===== src/rtl/pe_rf_writeback.sv =====
// Per-lane register-file writeback: ALU results take priority over a small
// load-return FIFO per lane, with a pending-load scoreboard for RAW stalls.
module pe_rf_writeback #(
  parameter int unsigned LD_FIFO_DEPTH = 2
) (
  input  logic         clk,
  input  logic         rst_n,
  input  logic [3:0]   alu_valid_i,
  input  logic [11:0]  alu_idx_i,
  input  logic [127:0] alu_v_i,
  input  logic [3:0]   ld_valid_i,
  output logic [3:0]   ld_ready_o,
  input  logic [11:0]  ld_idx_i,
  input  logic [127:0] ld_v_i,
  input  logic [3:0]   pend_set_i,
  input  logic [11:0]  pend_idx_i,
  output logic [3:0]   rf_we_o,
  output logic [19:0]  rd_o,
  output logic [127:0] rd_v_o,
  output logic [31:0]  pending_o
);

  localparam int unsigned LANES = 4;
  localparam int unsigned IW    = 3;
  localparam int unsigned DW    = 32;
  localparam int unsigned EW    = IW + DW;
  localparam int unsigned PW    = $clog2(LD_FIFO_DEPTH);
  localparam int unsigned CW    = $clog2(LD_FIFO_DEPTH + 1);

  logic [EW-1:0]            mem_q [LANES][LD_FIFO_DEPTH];
  logic [LANES-1:0][PW-1:0] wptr_q, wptr_d, rptr_q, rptr_d;
  logic [LANES-1:0][CW-1:0] cnt_q, cnt_d;
  logic [LANES-1:0]         ready_q, ready_d, we_q, we_d, push, pop;
  logic [LANES-1:0][4:0]    rd_q, rd_d;
  logic [LANES-1:0][DW-1:0] rdv_q, rdv_d;
  logic [LANES-1:0][EW-1:0] head;
  logic [31:0]              pend_q, pend_d;

  // Source select, FIFO bookkeeping and scoreboard update; pending set beats clear
  always_comb begin
    wptr_d  = wptr_q;
    rptr_d  = rptr_q;
    cnt_d   = cnt_q;
    ready_d = ready_q;
    we_d    = '0;
    rd_d    = rd_q;
    rdv_d   = rdv_q;
    pend_d  = pend_q;
    push    = '0;
    pop     = '0;
    head    = '0;
    for (int l = 0; l < LANES; l++) begin
      head[l] = mem_q[l][rptr_q[l]];
      push[l] = ld_valid_i[l] & ready_q[l];
      pop[l]  = ~alu_valid_i[l] & (cnt_q[l] != '0);
      if (alu_valid_i[l]) begin
        we_d[l]  = 1'b1;
        rd_d[l]  = {2'(l), alu_idx_i[l*IW +: IW]};
        rdv_d[l] = alu_v_i[l*DW +: DW];
      end else if (pop[l]) begin
        we_d[l]  = 1'b1;
        rd_d[l]  = {2'(l), head[l][EW-1 -: IW]};
        rdv_d[l] = head[l][DW-1:0];
        pend_d[{2'(l), head[l][EW-1 -: IW]}] = 1'b0;
      end
      if (pend_set_i[l]) begin
        pend_d[{2'(l), pend_idx_i[l*IW +: IW]}] = 1'b1;
      end
      if (push[l]) begin
        wptr_d[l] = wptr_q[l] + PW'(1);
      end
      if (pop[l]) begin
        rptr_d[l] = rptr_q[l] + PW'(1);
      end
      cnt_d[l]   = cnt_q[l] + CW'(push[l]) - CW'(pop[l]);
      ready_d[l] = (cnt_d[l] < CW'(LD_FIFO_DEPTH));
    end
  end

  // State registers; FIFO data storage is not reset since count gates it
  always_ff @(posedge clk) begin
    if (!rst_n) begin
      wptr_q  <= '0;
      rptr_q  <= '0;
      cnt_q   <= '0;
      ready_q <= '0;
      we_q    <= '0;
      rd_q    <= '0;
      rdv_q   <= '0;
      pend_q  <= '0;
    end else begin
      wptr_q  <= wptr_d;
      rptr_q  <= rptr_d;
      cnt_q   <= cnt_d;
      ready_q <= ready_d;
      we_q    <= we_d;
      rd_q    <= rd_d;
      rdv_q   <= rdv_d;
      pend_q  <= pend_d;
      for (int l = 0; l < LANES; l++) begin
        if (push[l]) begin
          mem_q[l][wptr_q[l]] <= {ld_idx_i[l*IW +: IW], ld_v_i[l*DW +: DW]};
        end
      end
    end
  end

  assign ld_ready_o = ready_q;
  assign rf_we_o    = we_q;
  assign rd_o       = rd_q;
  assign rd_v_o     = rdv_q;
  assign pending_o  = pend_q;

endmodule


===== config.mk =====
export PLATFORM = sky130hd
export DESIGN_NAME = pe_rf_writeback
export DESIGN_NICKNAME = d
export VERILOG_FILES = /design/src/rtl/pe_rf_writeback.sv
export SDC_FILE = /design/constraint.sdc
export NUM_CORES = 1
export LEC_CHECK = 0
export CORE_MARGIN = 4
export CORE_UTILIZATION = 46
export CTS_BUF_LIST = sky130_fd_sc_hd__clkbuf_16
export DETAILED_ROUTE_END_ITERATION = 10
export PLACE_DENSITY_LB_ADDON = 0.12
export SYNTH_ARGS = -nofsm -noshare
export SYNTH_HDL_FRONTEND = slang
export SYNTH_SLANG_ARGS = --single-unit

===== constraint.sdc =====
create_clock -name clk -period 7.1 [get_ports clk]
set_clock_uncertainty 0.15 [all_clocks]
set_input_delay 0.71 -clock clk [delete_from_list [all_inputs] [get_ports clk]]
set_output_delay 0.71 -clock clk [all_outputs]
set_load 0.005 [all_outputs]

### Yosys cells after proc, flatten, opt, wreduce, memory -nomap -nowiden

Memory sizes are Yosys's and may differ from the RTL's.
Cells that the tools add are included.

* register bits after elaboration: 200
* bits in writable memories: 280
* input bits: 306
* output and inout bits: 188
* logic and storage cells: 208
* memories kept: 1

* add/sub/neg operators: 16
* $lt $le $gt $ge: 32
* muxes and demuxes: 84
* bitwise gates (word level): 32
* reductions and logical operators: 20

Memories
* mem_q: depth 4, width 70, rd ports 4, clocked after memory_dff 0, wr ports 4, line 30 `logic [EW-1:0] mem_q [LANES][LD_FIFO_DEPTH];`

Operators by type and width (number)
* $mux W32: 20
* $mux W35: 16
* $mux W70: 4
* $demux W35 S1: 4
* $and A32 B32 Y32: 4
* $not A16 Y32: 1
* $not A24 Y32: 1
* $not A32 Y32: 1
* $not A8 Y32: 1
* $or A32 B16 Y32: 1
* $or A32 B24 Y32: 1
* $or A32 B32 Y32: 1
* $or A32 B8 Y32: 1
* $demux W1 S3: 8
* $lt A5 B6 Y1 const B: 4
* $mux W1: 24
* $ge A5 B1 Y1 const B: 4
* $mux W5: 4
* $ge A2 B2 Y1 const B: 8
* $not A1 Y2: 8
* $reduce_bool A2 Y1: 8
* $logic_and A1 B1 Y1: 12
* $lt A3 B6 Y1 const B: 2
* $lt A4 B6 Y1 const B: 2
* other kinds (11): 44

### Logic depth before layout (Yosys ltp)

Gate-level depths: netlist of run 1.

* word-level depth: 29
* mapped depth: 10
* mapped depth without buffers: 8

### Least setup slack after synthesis of run 1

No wires, ideal clock.

* path kind: in2reg
* start point: in rst_n
* end point: mem mem_q[1][35] (netlist name), enable pin
* library setup time: 0.478 ns
* arrival time: 3.870 ns
* data required time: 6.472 ns
* path slack: 2.602 ns
* stages: 3
* path buffers: 2
* path through: clkbuf_1 > clkbuf_1 > nor3b_1

RTL lines
* from (decl): line 7 `input logic rst_n,`
* to (decl): line 30

==> results of run 1 <==
layout make-up:
class	count	area (um^2)	share of cell area [%]
sequential	479	12400	46.8
multi-input combinational	917	6690	25.3
timing repair buffer	517	5090	19.2
clock buffer	53	1330	5.01
tap	539	674	2.55
clock inverter	41	258	0.974
inverter	8	30.0	0.113
antenna	5	12.5	0.0473
metal layers:
| layer | up-vias | part of all wire, % | track usage [%] |
|---|---|---|---|
| li1 | 6625 | - | - |
| met5 | - | 0.041 | 0 |
| met4 | 4 | 2.7 | 7.15 |
| met1 | 6818 | 41 | 28.7 |
| met2 | 484 | 48 | 36.5 |
| met3 | 80 | 7.7 | 5.88 |
final timing paths:
kind                            start                  endpoint  slack [ps]  depth (start not counted)
max                             rst_n    mem_q[0][37]$_DFFE_PP_        4200                          4
min          pending_o[11]$_SDFF_PN0_  pending_o[11]$_SDFF_PN0_         310                          2
max reg2reg       cnt_q[1]$_SDFF_PN0_  ld_ready_o[0]$_SDFF_PN0_        4540                          9
min reg2reg  pending_o[11]$_SDFF_PN0_  pending_o[11]$_SDFF_PN0_         310                          2
cell families after synthesis:
| group | share of synthesized area [%] |
|---|---|
| flops | 62.8 |
| simple gates | 9.91 |
| compound gates | 15.2 |
| mux | 7.33 |
| buf+inv | 3.53 |
| xor+xnor | 0.710 |
| fa+ha+maj | 0.507 |
| other cells | 0.0190 |
worst min-delay path, stage by stage (launching register included):
cell       delay, ps
dfxtp_1          310
nand2_1           60
o2bb2ai_1         50
power groups by stage:
stage | logic (mW) | registers, mW | clock network (mW)
after floorplan | 1.68 | 3.46 | 0
after global placement | 2.43 | 3.48 | 0
after detailed placement | 2.48 | 3.49 | 0
after CTS | 2.48 | 3.44 | 2.56
after global routing | 2.69 | 3.47 | 2.69
final | 2.46 | 3.44 | 2.50
placed cells by master, fill, tap and decap left out, drive strengths merged, types with 4 or more instances in the layout:
cell,instances
clkdlybuf4s50,484
edfxtp,280
dfxtp,199
nand2,174
mux2i,140
nor3,107
a211o,105
a21boi,104
o21ai,56
clkbuf,53
buf,33
a22o,32
a211oi,29
clkinv,22
inv,20
and2,19
xnor2,12
nand3b,11
nand3,10
nor2b,10
or3b,10
nand4b,9
ha,8
o21a,7
nor2,7
nand4,7
nor3b,6
diode,5
nand2b,5
o22ai,5
and4,4
mux2,4
xor2,4
conb,4
clkinvlp,4
o21bai,4
or2,4
cell usage after synthesis, drive strengths merged, types with 5 or more instances:
cell type,n,share of area (%)
a22o,32,1.4
dfxtp,199,20
nand2b,5,0.16
nor2,7,0.13
or3b,10,0.44
and2,19,0.60
nor2b,10,0.32
a211oi,29,1.1
o22ai,5,0.16
clkbuf,62,1.2
nor3,107,2.7
buf,62,2.2
nand3,10,0.25
edfxtp,280,43
inv,8,0.15
ha,8,0.51
xnor2,12,0.53
nand2,174,3.3
a211o,105,4.7
nor3b,6,0.29
nand3b,11,0.42
nand4b,9,0.40
nand4,7,0.22
o21a,7,0.27
mux2i,140,7.1
a21boi,104,5.5
o21ai,56,1.4
metrics by stage:
stage               util (%)  setup WS [ps]  cell area [um^2]  hold WS [ps]
finish                  62.7           4200             26500           315
global route            62.7           4000             26500           341
CTS                     62.7           4260             26500           321
detailed placement      58.9           3660             24900           311
global placement        58.9           3660             24900           303
floorplan                  -           2600             19800           302
flip-flops by register name, summed over array words and instances (netlist names):
name        flops
cnt_q           8
ld_ready_o      4
mem_q         280
pending_o      32
rd_o           15
rd_v_o        128
rf_we_o         4
rptr_q          4
wptr_q          4
==> impl_summary.md, run 1 <==
Outcome
The run finished with clean final reports.

Yosys
For this run, the number of Yosys warnings is 0. The instance count of the mapped netlist is 1525. The number of synthesized register bits is 479. The total standard cell area after synthesis is between 0.015 and 0.02 mm^2. Of the synthesized area, sequential elements account for 62.8%. In this run, synthesis inferred 280 flip-flops with an integrated enable.

The average cell area after synthesis is 12.9 um^2. The main flop type after synthesis is edfxtp_1. The share of async-settable or async-resettable flops after synthesis is 0%. After synthesis, the netlist uses 52 different library cells.

Routing
For this block, the routed nets add up to 53.4 mm of wire. In the routed layout, each cell is associated on average with a via count of 5.48. The number of nets with antenna violations after routing is 0.

The final routed DRC violation total is 0. The total vias in the final route is 14011. For this block, the initial DRC count from the detailed router was 869. For this run, the detailed router's first-pass iteration total came to 6.

The detailed-route wire length per cell is 20.9 um.

Global routing
After global routing the overflow that remains totals 0. The largest net degree at the start of global routing is 106. The first-pass GRT wire length is 81.1 mm.

The number of global-route vias before repair was 14003. The initial antenna violation count was 7. Global routing used 22.2% of the available tracks across all layers.

Floorplanning
494 I/O pins were placed. The starting density of the core is 46.8%. In this run the horizontal extent of the chip is 215 um. From bottom edge to top edge, the die measures roughly 220 um.

The core footprint is 0.0422 mm^2. The die area is 0.0463 mm^2. The floorplan has 75 rows.

Worst setup path
The maximum single-stage delay on the critical path is approximately 850 ps. The largest driver fanout on the critical path is 105. The sort of element at the end of the critical path is a register.

Data on the critical path is required at its endpoint by 7170 ps. Traced cell by cell, the critical path runs through buf_6 -> buf_4 -> nor3b_2 -> buf_4. The standard cell with the maximum stage delay on the critical path is buf_4. The type of the setup path with the least slack is in2reg. The most frequent cell on the critical path is buf_4.

The signal arrival time at the worst endpoint is between 2000 and 3000 ps. The critical path contains buffers and inverters numbering 3 combined. In this design, the largest share of critical-path delay is due to buffers and inverters.

The sort of element at the start of the critical path is an input port.

Clocking
The total number of H-tree levels is 2. In this run, post-CTS hold repair placed 0 buffers. Gates resized during post-CTS repair numbered 0. The CTS buffer count is 50. CTS saw 479 sinks. No sink is reached through more buffers than the 3 on the longest clock path. The worst-skew pair later-pin latency is roughly 570 ps.

The clock root buffer is clkbuf_16. Clock-pin slew was measured on the worst setup and hold paths at 60 ps. TritonCTS built the clock tree. In this run the post-CTS setup repair buffer count came out at 0.

Timing
Static timing analysis puts the maximum clock frequency at 0.344 GHz. Of the available clock period, the critical path in the final layout requires between 40% and 50%. The count of pins over their slew limit is 0. The final critical delay including setup and external delays is 2900 ps. Setup repair after global routing left no endpoint under its margin.

Setup total negative slack on the finished layout was measured at 0 ps. The worst max-slew margin expressed relative to the limit is 35.6%. The number of failing hold endpoints at the final stage is 0. The final setup violation count is 0. The slew at the pin closest to its max-slew limit is approximately 960 ps.

Power
The clock network is responsible for 29.8% of the overall power. The net switching power figure is roughly 2.5 mW. The total power density per cell area is ~320 mW/mm^2. The part of the total power dissipated in sequential elements is 40.9%. The cell leakage power is 9.15 nW. The peak supply drop is 0.000201 V.

Cell internal power was estimated by the tool at 5.91 mW. Combinational logic burns 29.3% of the power. The switching share of total power is ~30%. Total power for the finished layout comes to ~8.4 mW.

Place
The final estimated routing congestion in global placement is 0.807. Counting tap cells, the placed design contains a total of about 2500 instances. The count of input and output buffers is roughly 490. Detailed placement ended at an HPWL of 36.3 mm.

Hold path
The worst hold path belongs to the class reg2reg.

Run
The tool flagged a number of max-cap violations equal to 0.

Layout
The share of cells above drive strength 1 is 10.4%. The post-layout instance count excluding filler cells is between 2000 and 3000. The number of nets in the layout is approximately 2300. Relative to the synthesized area, the layout overhead comes to 34.1%. The count of filler cells inserted in the layout is 3341.
Power figures use the tool's default switching activity.
==> inputs of run 2 (changes only) <==
- clock period: 7.1 -> 2.8 ns (I/O delays scaled with it)
==> run 2 against run 1 <==
Against the previous run:
- worst hold slack worse by 190 ps
- largest cell class unchanged
- clock power is 140% higher
- worst setup slack worse by 3700 ps
==> impl_summary.md, run 2 (same netlist as run 1, synthesis figures left out) <==
Timing
Measured against its own limit, the worst slew margin works out to 46.7%. Static timing analysis puts the maximum clock frequency at roughly 0.44 GHz. The number of failing hold endpoints at the final stage is 0. The count of pins over their slew limit is 0. Dividing the final minimum period by the clock period gives 82.0%.

The worst hold slack is 125 ps. The final critical delay including setup and external delays is 2300 ps. The slew at the pin closest to its max-slew limit is 798 ps. The final setup violation count is 0. Setup repair after global routing left no endpoint under its margin.

Outcome
The run finished with clean final reports.

Layout
The share of cells above drive strength 1 is 10.4%. The library cells used most frequently in the layout, excluding fill and tap cells, are clkdlybuf4s50_1 (484), edfxtp_1 (280), dfxtp_1 (195), nand2_1 (174), mux2i_1 (140). After the flow finishes, the layout carries non-filler instances totaling between 2000 and 3000. Once layout is complete, the utilization of the core stands at 62.9%. The area growth from synthesis to layout is 34.5%.

The number of nets in the layout is 2297. Leaving out fill and tap cells, the most frequent cell in the layout is clkdlybuf4s50_1. The register with the most flip-flops in the layout has 280 of them.

Clocking
CTS saw around 480 sinks. The clock transition time at the flip-flop clock pins of the worst setup and hold paths is 60 ps. The total number of H-tree levels is 2. At the later pin of the worst-skew pair, clock insertion delay measures approximately 560 ps. TritonCTS built the clock tree. No sink is reached through more buffers than the 3 on the longest clock path. The count of hold buffers inserted by post-cts repair is 2. The number of clock buffers added by TritonCTS is 50. In this run, post-CTS repair resized a total of 0 instances. The clock root buffer is clkbuf_16. The number of buffers inserted by post-CTS setup repair is 0.

Power
The cell leakage power is 9.22 nW. The peak supply drop is 0.000564 V. The overall power after layout is 21.1 mW. The total power density per cell area is 796 mW/mm^2.

Worst setup path
The sort of element at the end of the critical path is a register. The sort of element at the start of the critical path is a register. The number of cells on the worst reg-to-reg path is 8. In this run the worst path has a maximum fanout of 11. The type of the setup path with the least slack is reg2reg.

The startpoint of the lowest-slack register-to-register path is cnt_q[3]$_SDFF_PN0_. The endpoint of the lowest-slack register-to-register path is ld_ready_o[1]$_SDFF_PN0_. The most critical setup path has its endpoint at ld_ready_o[1]$_SDFF_PN0_. STA puts the critical path data required time at 3100 ps.

The signal arrival time at the worst endpoint is 2600 ps. Across all register-to-register paths, the minimum setup slack is between 500 and 600 ps. Tracing the worst setup path back leads to its startpoint at cnt_q[3]$_SDFF_PN0_.

Place
The cell total after placement is 2468. The final estimated routing congestion in global placement is 0.779. The wire-length estimate of the detail-placed layout is roughly 37 mm. The count of buffers added on input and output ports is 489.

Floorplanning
The site row count is 75. Pin placement for this block handled 494 I/O pins. The die is 215 um tall.

The floorplan step set the die width to 215 um. The die area is 0.0463 mm^2. The region available for standard cell placement spans 0.0422 mm^2. The starting density of the core is 46.8%.

Routing
For this run, the detailed router's first-pass iteration total came to 5. In the routed design, unresolved DRC markers number 0. The first-iteration detailed-routing DRC count is 769. The detailed-route wire length per cell is 20.8 um.

Detailed routing inserted a total of 14054 vias. Wires add up to 53.5 mm. The via density per instance is 5.47. Once detail routing completed, the nets flagged for antenna violations numbered 0.

Global routing
The overall routing resource usage is about 22%. The first global-routing pass estimated 82.5 mm of wire. The initial antenna violation count was 8. Entering global routing, the biggest net connects 73 pins.

The total overflow left after global routing is 0. The number of global-route vias before repair is 14437.

Run
Max-cap violations in this run came to 0.

Hold path
The worst hold path belongs to the class in2reg.
-- run 2: cell type report --
| class | instances | area [um^2] |
|---|---|---|
| Tap cell | 539 | 674 |
| Fill cell | 3347 | 15700 |
| Antenna cell | 5 | 12.5 |
| Clock buffer | 53 | 1330 |
| Sequential cell | 479 | 12400 |
| Timing Repair Buffer | 527 | 5220 |
| Inverter | 8 | 30.0 |
| Multi-Input combinational cell | 917 | 6710 |
| Clock inverter | 41 | 191 |
-- run 2: power breakdown --
group | switching, mW | internal [mW] | total (mW) | leakage, nW
clock network | 2.60 | 3.48 | 6.07 | 0.813
logic | 3.11 | 3.12 | 6.23 | 4.23
registers | 0.559 | 8.26 | 8.82 | 4.18
-- run 2: per-stage QoR --
stage / cell area [um^2] / setup TNS (ps) / worst slack (ps)
final: 26600 / 0 / 505
after floorplan: 19800 / -825 / -7.86
after CTS: 26500 / 0 / 505
after global routing: 26600 / 0 / 292
after global placement: 25000 / 0 / 584
after detailed placement: 25000 / 0 / 513
-- run 2: how the worst min path moves through the flow --
stage	cells after the start	slack, ps	to	from
2_1_floorplan	0	230	mem_q[0][0]$_DFFE_PP_	ld_v_i[0]
5_1_grt	1	110	mem_q[2][26]$_DFFE_PP_	ld_v_i[90]
3_5_place_dp	1	310	rd_v_o[108]$_SDFFE_PN0P_	rd_v_o[108]$_SDFFE_PN0P_
3_3_place_gp	2	310	pending_o[11]$_SDFF_PN0_	pending_o[11]$_SDFF_PN0_
4_1_cts	3	80	rd_v_o[86]$_SDFFE_PN0P_	alu_v_i[86]
6_report	3	120	rd_v_o[19]$_SDFFE_PN0P_	alu_v_i[19]
-- run 2: layer usage --
layer / GRT usage, % / wire length [um] / vias up
li1: - / - / 6644
met1: 28.3 / 22000 / 6868
met2: 37.8 / 26400 / 455
met3: 5.56 / 3680 / 81
met4: 7.00 / 1410 / 6
met5: 0 / 30 / -
-- run 2: worst max-delay path: stages, from the launching register on --
cell and delay [ps]:
dfxtp_1 310, o21bai_1 640, inv_1 100, ha_1 300, inv_1 40, ha_1 180
xor2_1 150, xnor2_1 150, and2_1 180
